==> src/rtl/spi_fifo_wr_arb_if.sv <==
// Bundle of the three write-side ports of spi_fifo_wr_arb: SPI pulse port A,
// the local valid/ready port B and the shared TX FIFO write port.
interface spi_fifo_wr_arb_if #(
  parameter int unsigned DW         = 16,
  parameter int unsigned HOLD_DEPTH = 4,
  parameter int unsigned CNTW       = 8
);
  localparam int unsigned LW = $clog2(HOLD_DEPTH) + 1;

  logic            a_wreq;
  logic [DW-1:0]   a_wdata;
  logic            a_drop;
  logic [CNTW-1:0] a_drop_cnt;
  logic [LW-1:0]   a_level;

  logic            b_valid;
  logic [DW-1:0]   b_data;
  logic            b_ready;

  logic            fifo_wreq;
  logic [DW-1:0]   fifo_wdata;
  logic            fifo_wfull;

  modport slave (
    input  a_wreq, a_wdata, b_valid, b_data, fifo_wfull,
    output a_drop, a_drop_cnt, a_level, b_ready, fifo_wreq, fifo_wdata
  );

  modport master (
    output a_wreq, a_wdata, b_valid, b_data, fifo_wfull,
    input  a_drop, a_drop_cnt, a_level, b_ready, fifo_wreq, fifo_wdata
  );
endinterface

==> src/rtl/spi_fifo_wr_arb.sv <==
// Shares one TX FIFO write port between the unstallable SPI pulse port (A,
// buffered in a small holding queue) and a local valid/ready producer (B).
module spi_fifo_wr_arb #(
  parameter int unsigned DW         = 16,
  parameter int unsigned HOLD_DEPTH = 4,
  parameter int unsigned CNTW       = 8
) (
  input  logic             clk,
  input  logic             rst,
  spi_fifo_wr_arb_if.slave bus
);
  localparam int unsigned PW = $clog2(HOLD_DEPTH);
  localparam int unsigned LW = PW + 1;

  logic [DW-1:0]   mem [HOLD_DEPTH];
  logic [PW-1:0]   wr_ptr;
  logic [PW-1:0]   rd_ptr;
  logic [LW-1:0]   level;
  logic [CNTW-1:0] drop_cnt;
  logic            last_a;

  logic req_a;
  logic req_b;
  logic urgent;
  logic grant_a;
  logic grant_b;
  logic push;
  logic drop;

  // Arbitration: a nearly full A queue pre-empts round-robin.
  always_comb begin
    req_a   = (level != '0);
    req_b   = bus.b_valid;
    urgent  = (level >= LW'(HOLD_DEPTH - 1));
    grant_a = 1'b0;
    grant_b = 1'b0;
    if (!rst && !bus.fifo_wfull) begin
      if (urgent && req_a) begin
        grant_a = 1'b1;
      end else if (req_a && req_b) begin
        grant_a = !last_a;
        grant_b = last_a;
      end else if (req_a) begin
        grant_a = 1'b1;
      end else if (req_b) begin
        grant_b = 1'b1;
      end
    end
    push = bus.a_wreq && !rst && ((level < LW'(HOLD_DEPTH)) || grant_a);
    drop = bus.a_wreq && !rst && !push;
  end

  assign bus.fifo_wreq  = grant_a | grant_b;
  assign bus.fifo_wdata = grant_a ? mem[rd_ptr] : (grant_b ? bus.b_data : '0);
  assign bus.b_ready    = grant_b;
  assign bus.a_drop     = drop;
  assign bus.a_level    = level;
  assign bus.a_drop_cnt = drop_cnt;

  always_ff @(posedge clk) begin
    if (rst) begin
      wr_ptr   <= '0;
      rd_ptr   <= '0;
      level    <= '0;
      drop_cnt <= '0;
      last_a   <= 1'b0;
    end else begin
      if (push) begin
        wr_ptr <= wr_ptr + PW'(1);
      end
      if (grant_a) begin
        rd_ptr <= rd_ptr + PW'(1);
      end
      if (push && !grant_a) begin
        level <= level + LW'(1);
      end else if (grant_a && !push) begin
        level <= level - LW'(1);
      end
      if (drop && (drop_cnt != '1)) begin
        drop_cnt <= drop_cnt + CNTW'(1);
      end
      if (grant_a || grant_b) begin
        last_a <= grant_a;
      end
    end
  end

  // Payload storage needs no reset; occupancy is tracked by level.
  always_ff @(posedge clk) begin
    if (push) begin
      mem[wr_ptr] <= bus.a_wdata;
    end
  end
endmodule

==> src/flat_wrapper.sv <==
// flat-port wrapper written by rule: the top's interface ports become plain ports
module spi_fifo_wr_arb_flat 
#(
  parameter int unsigned DW         = 16,
  parameter int unsigned HOLD_DEPTH = 4,
  parameter int unsigned CNTW       = 8
)
  (clk, rst, bus_a_wreq, bus_a_wdata, bus_b_valid, bus_b_data, bus_fifo_wfull, bus_a_drop, bus_a_drop_cnt, bus_a_level, bus_b_ready, bus_fifo_wreq, bus_fifo_wdata);
  spi_fifo_wr_arb_if #(.DW(DW), .HOLD_DEPTH(HOLD_DEPTH), .CNTW(CNTW)) bus_i ();
  input  logic clk;
  input  logic rst;
  input wire logic [$bits(bus_i.a_wreq)-1:0] bus_a_wreq;
  input wire logic [$bits(bus_i.a_wdata)-1:0] bus_a_wdata;
  input wire logic [$bits(bus_i.b_valid)-1:0] bus_b_valid;
  input wire logic [$bits(bus_i.b_data)-1:0] bus_b_data;
  input wire logic [$bits(bus_i.fifo_wfull)-1:0] bus_fifo_wfull;
  output wire logic [$bits(bus_i.a_drop)-1:0] bus_a_drop;
  output wire logic [$bits(bus_i.a_drop_cnt)-1:0] bus_a_drop_cnt;
  output wire logic [$bits(bus_i.a_level)-1:0] bus_a_level;
  output wire logic [$bits(bus_i.b_ready)-1:0] bus_b_ready;
  output wire logic [$bits(bus_i.fifo_wreq)-1:0] bus_fifo_wreq;
  output wire logic [$bits(bus_i.fifo_wdata)-1:0] bus_fifo_wdata;
  assign bus_i.a_wreq = bus_a_wreq;
  assign bus_i.a_wdata = bus_a_wdata;
  assign bus_i.b_valid = bus_b_valid;
  assign bus_i.b_data = bus_b_data;
  assign bus_i.fifo_wfull = bus_fifo_wfull;
  assign bus_a_drop = bus_i.a_drop;
  assign bus_a_drop_cnt = bus_i.a_drop_cnt;
  assign bus_a_level = bus_i.a_level;
  assign bus_b_ready = bus_i.b_ready;
  assign bus_fifo_wreq = bus_i.fifo_wreq;
  assign bus_fifo_wdata = bus_i.fifo_wdata;
  spi_fifo_wr_arb #(.DW(DW), .HOLD_DEPTH(HOLD_DEPTH), .CNTW(CNTW)) u_core (.clk(clk), .rst(rst), .bus(bus_i));
endmodule
==> config.mk <==
export PLATFORM = sky130hd
export DESIGN_NAME = spi_fifo_wr_arb_flat
export DESIGN_NICKNAME = d
export VERILOG_FILES = /design/src/rtl/spi_fifo_wr_arb_if.sv /design/src/rtl/spi_fifo_wr_arb.sv /design/src/flat_wrapper.sv
export SDC_FILE = /design/constraint.sdc
export NUM_CORES = 1
export LEC_CHECK = 0
export ABC_AREA = 1
export CAP_MARGIN = 0
export CORE_ASPECT_RATIO = 1.5
export CORE_MARGIN = 2
export CORE_UTILIZATION = 50
export CTS_BUF_LIST = sky130_fd_sc_hd__clkbuf_16
export DETAILED_ROUTE_END_ITERATION = 10
export HOLD_SLACK_MARGIN = 0.08
export PLACE_DENSITY = 0.81
export SYNTH_ARGS = -nofsm -noshare
export SYNTH_HDL_FRONTEND = slang
export SYNTH_SLANG_ARGS = --single-unit
==> constraint.sdc <==
create_clock -name clk -period 2.35 [get_ports clk]
set_input_delay 0.235 -clock clk [delete_from_list [all_inputs] [get_ports clk]]
set_output_delay 0.235 -clock clk [all_outputs]
set_load 0.01 [all_outputs]
[Yosys cells after proc, flatten, opt, wreduce, memory -nomap -nowiden]
Memories as Yosys holds them, arrays and structs flattened. A register that Yosys moved wholly into a read port is not among the register bits.
Cells that the tools add are included.
Operators by class
  add/sub/neg operators: 5
  $lt $le $gt $ge: 2
  equal/unequal tests: 1
  multiplexer cells: 17
  bitwise gates (word level): 1
  reductions and logical operators: 18
Operators by type and width (number)
  16-bit 2-to-1 mux: 2
  1-bit 2-to-1 mux: 11
  1-bit logical AND: 9
  8-bit by 1-bit adder with 8-bit output (second input constant): 1
  8-bit inequality test (second input constant): 1
  3-bit 2-to-1 mux: 2
  1-bit zero test: 5
  2-bit by 1-bit adder with 2-bit output (second input constant): 2
  2-bit 2-to-1 mux: 2
  3-bit by 1-bit adder with 3-bit output (second input constant): 1
  3-bit by 2-bit greater-or-equal comparator with 1-bit output (second input constant): 1
  3-bit less-than comparator (second input constant): 1
  3-bit nonzero test: 1
  3-bit by 1-bit subtractor with 3-bit output (second input constant): 1
  1-bit logical OR: 2
  2-bit nonzero test: 1
  1-bit bitwise OR: 1
Word-level totals
  flip-flop bits (word level): 16
  RAM bits: 64
  output and inout bits: 30
  logic and storage cells: 50
  memories kept: 1
Memory list
  u_core.mem: words 4, width 16, rd ports 1, clocked after memory_dff 1, wr ports 1, line spi_fifo_wr_arb.sv:15  | logic [DW-1:0] mem [HOLD_DEPTH];

[Logic depth before layout (Yosys ltp)]
  depth after elaboration: 11
  depth in mapped cells: 14
  gate-level depth less buffers: 13

[Worst setup path before layout]
Ideal clock, no wire load.
  kind: flip-flop to flip-flop
  start: register u_core.level[1] (netlist: u_core.bus.a_level[1])
  end: register u_core.level[1] (netlist: u_core.bus.a_level[1])
  setup time: 120 ps
  arrival time: 1720 ps
  required time: 2230 ps
  path slack: 510 ps
  stages on the path, launching flop included: 10
  cells stage by stage: dfxtp_1 nand2_1 nand4_4 nand3_2 buf_6 ha_1 inv_1 fa_1 o21ai_0 a21oi_1
On the way
  longest elaborated chain between the ends: 10
Ends and longest elaborated chain
  start, declared: line spi_fifo_wr_arb.sv:18  | logic [LW-1:0] level;
  start signal, assigned: line spi_fifo_wr_arb.sv:75  | level <= level + LW'(1);
  start signal, assigned: line spi_fifo_wr_arb.sv:77  | level <= level - LW'(1);
  parallel branches: the longest is 10 deep, another holds 3-bit by 2-bit greater-or-equal comparator with 1-bit output
Parallel ways; which one is timed is not known. The select of a mux whose other input is x is not followed.
A chain may end at the register's enable or synchronous reset.

[Final worst setup path]
  start: input bus_fifo_wfull
  end: output bus_fifo_wdata[12]
On the way
  longest elaborated chain between the ends: 5
Ends and longest elaborated chain
  start, declared: line flat_wrapper.sv:16  | input wire logic [$bits(bus_i.fifo_wfull)-1:0] bus_fifo_wfull;
  1-bit zero test *: line spi_fifo_wr_arb.sv:37  | if (!rst && !bus.fifo_wfull) begin
  1-bit logical AND *: line spi_fifo_wr_arb.sv:37
  1-bit 2-to-1 mux: line spi_fifo_wr_arb.sv:37
  16-bit 2-to-1 mux: line spi_fifo_wr_arb.sv:54  | assign bus.fifo_wdata = grant_a ? mem[rd_ptr] : (grant_b ? bus.b_data : '0);
  16-bit 2-to-1 mux *: line spi_fifo_wr_arb.sv:54
  end, declared: line flat_wrapper.sv:22  | output wire logic [$bits(bus_i.fifo_wdata)-1:0] bus_fifo_wdata;
Every way passes the cells marked *; elsewhere a longest branch is shown, timed or not.

==> results.yml <==
clocking:
  root_buffer: "clkbuf_16"
  cts_made_buffers: 9
  cts_sinks: 82
  cts_buffer_depth: 2
  cts.clk_slew.worst_paths_ns: 0.05
  clk_latency_ns: 0.33
  cts_hold_buf: 0
  h-tree-depth: 3
  cts.repair.resized: 0
  postCtsSetupRepairBufs: 0
  cts_tree: "built"
routing:
  drt-wirelength-per-cell_um: 13.7
  firstDrtPassIters: 4
  drc: 0
  detail-route-antenna-nets: 0
  initialDrtViolationCount: 214
  vias: 2761
  wirelength_um: 7630
  viasPerCell: 4.94
worst_setup_path:
  start_kind: "primary input"
  cp-end-kind: "output pin"
  regToRegStartpoint: "u_core.bus.a_level[2]$_SDFFE_PP0P_"
  critPathRequiredTime_ns: 2.12
  crit_fanout: 20
  critPathArrivalTime_ns: 2.01
  r2r_setup_slack_ns: 0.56
  critPathKind: "in -> out"
  r2r.worst_path.cells: 10
  reg2reg_to: "u_core.bus.a_level[2]$_SDFFE_PP0P_"
timing:
  timing.fmax_ghz: 0.446
  finalCritPeriodShare: 0.954
  fin_skew_ns: 0.00775
  worst_pin_slew_ns: 0.336
  relSlewSlack: 0.776
  grt_setup_unrepaired: "false"
  report.final.slew_viol_count: 0
  hold_viol_final: 0
  period_needed_ns: 2.24
  finalSetupViolCount: 0
pwr:
  power_density_nw_per_um2: 705
  ir_worst_vdd_mv: 0.335
  p_leak_uw: 0.00194
  power_uw: 3530
floorplan:
  initial_core_util: 0.511
  die_h_um: 111
  rows: 39
  chipWidth_um: 75.6
  dieArea_um2: 8410
  io-pin-count: 67
  coreArea_um2: 7510
min_path:
  hold_end: "u_core.rd_ptr[1]$_SDFFE_PP0N_"
  hold_path_class: "in -> reg"
  min-delay-start: "rst"
  hold_depth: 4
global_route:
  grt_pass1_wl_um: 12100
  grt_overflow: 0
  antenna_found_initial: 0
  grt_use_total: 0.194
  grt_max_degree: 65
  grt_pass1_vias: 2777
placement:
  dpl.hpwl_um: 5090
  port_buffers: 66
  gp_congestion: 0.745
  place_area_um2: 4720
logic_synthesis:
  synthCells: 374
  syn-num-nets: 418
  ys_ff_latch: 82
  ys_warn_count: 0
  netlist_area_um2: 3840
  ys_types: 32
  synth.avg_cell_area_um2: 10.3
  ys_seq_area_frac: 0.594
layout:
  drive_above_1_share: 0.131
  syn_to_final_growth_pct: 30.4
  stdcell_area_um2: 5010
  nNetsFinal: 496
  antenna_cells: 0
  nFillCells: 574
job:
  cap_violations: 0
status:
  outcome: "finished clean"
final cells by class:
type                            count  area [um2]  area share
Sequential cell                    82        2290       0.457
Clock inverter                      7        57.6      0.0115
Timing Repair Buffer               81         851       0.170
Inverter                           59         231      0.0462
Clock buffer                        9         225      0.0450
Multi-Input combinational cell    219        1230       0.245
Tap cell                          102         128      0.0255
cells by family (layout without fill, tap and decap cells):
| family | after synthesis | in the layout | synth area share |
|---|---|---|---|
| flops | 82 | 82 | 0.594 |
| simple gates | 125 | 125 | 0.157 |
| xor+xnor | 3 | 3 | 0.00684 |
| compound gates | 84 | 84 | 0.131 |
| buf+inv | 73 | 156 | 0.0860 |
| fa+ha+maj | 7 | 7 | 0.0248 |
routing by layer:
| layer | wire length [um] | GRT usage | vias up |
|---|---|---|---|
| li1 | - | - | 1399 |
| met1 | 2850 | 0.200 | 1269 |
| met2 | 4240 | 0.357 | 81 |
| met3 | 368 | 0.0281 | 12 |
| met4 | 172 | 0.102 | 0 |
| met5 | 0 | 0 | - |
worst max-delay path by stage:
| stage | from | end | slack (ns) |
|---|---|---|---|
| 2_1_floorplan | u_core.bus.a_level[1]$_SDFFE_PP0P_ | u_core.bus.a_level[1]$_SDFFE_PP0P_ | 0.51 |
| 5_1_grt | bus_fifo_wfull | bus_fifo_wdata[12] | 0.002 |
| 4_1_cts | u_core.bus.a_level[2]$_SDFFE_PP0P_ | bus_fifo_wdata[1] | 0.07 |
| 3_5_place_dp | rst | u_core.bus.a_level[2]$_SDFFE_PP0P_ | -0.002 |
| 6_report | bus_fifo_wfull | bus_fifo_wdata[12] | 0.11 |
| 3_3_place_gp | rst | u_core.bus.a_level[2]$_SDFFE_PP0P_ | 0.08 |
Yosys cell counts:
cell      number  area (um2)
fa_1           1        20.0
dfxtp_1       18         360
nand2_4        2        22.5
a21oi_1       27         135
nand3_1        5        25.0
inv_1         55         206
nand3_2        3        30.0
a21o_1        16         120
nor3_1         1        5.00
o211ai_1      16         120
inv_2          2        7.51
ha_1           6        75.1
nor2_1        21        78.8
inv_6          1        8.76
edfxtp_1      64        1920
nor2_2         2        12.5
nor2_4         2        22.5
buf_12         1        20.0
o21ai_1        2        10.0
nand2_1       72         270
nand2_2       13        81.3
clkbuf_1       2        7.51
buf_6          3        33.8
nand4_4        1        21.3
nor2_8         1        20.0
o21ai_0       22         110
o21ai_2        1        8.76
inv_4          1        6.26
xor2_1         2        17.5
buf_2          8        40.0
nand4_1        2        12.5
xnor2_1        1        8.76
metrics by stage:
stage / setup slack (ns) / std cells / hold WS (ns) / util / setup TNS, ns
final: 0.109 / 559 / 0.420 / 0.666 / 0
after global routing: 0.00205 / 559 / 0.469 / 0.666 / 0
after CTS: 0.0677 / 559 / 0.495 / 0.665 / 0
after detailed placement: -0.00157 / 543 / 0.486 / 0.628 / -0.00157
after global placement: 0.0781 / 543 / 0.484 / 0.628 / 0
after floorplan: 0.510 / 374 / 0.334 / - / 0
placed cells by master, fill, tap and decap left out:
master,count
bufinv_16,1
inv_2,2
clkdlybuf4s50_1,65
edfxtp_1,64
clkinvlp_4,1
nand3_2,3
o211ai_1,16
xor2_1,2
nor3_1,1
a21oi_1,27
buf_4,9
nand2_2,13
fa_1,1
xnor2_1,1
nand2_4,2
o21ai_2,1
nand2_1,72
inv_6,2
o21ai_1,2
clkinv_2,1
clkbuf_16,9
nor2_8,1
nand4_1,2
o21ai_0,22
dfxtp_2,4
nor2_4,2
dlymetal6s2s_1,1
ha_1,6
buf_12,6
inv_1,59
nand3_1,5
nor2_1,21
nor2_2,2
dfxtp_1,14
a21o_1,16
nand4_4,1
report_power, final:
part / switching (uW) / internal, uW
clock network: 501 / 804
logic: 295 / 277
registers: 31.8 / 1620
critical path: stages:
cell and delay, ns:
clkdlybuf4s50_1 0.52, nor2_8 0.19, nand3_2 0.13, buf_12 0.18, a21o_1 0.17, nand2_1 0.06, clkdlybuf4s50_1 0.52
flip-flops by register name, indices dropped and copies added (netlist names), named ones only:
register and cells:
u_core.last_a 1, u_core.bus.a_level 3, u_core.bus.a_drop_cnt 8, u_core.mem 64
u_core.wr_ptr 2, u_core.rd_ptr 2
(Power assumes the default switching activity.)
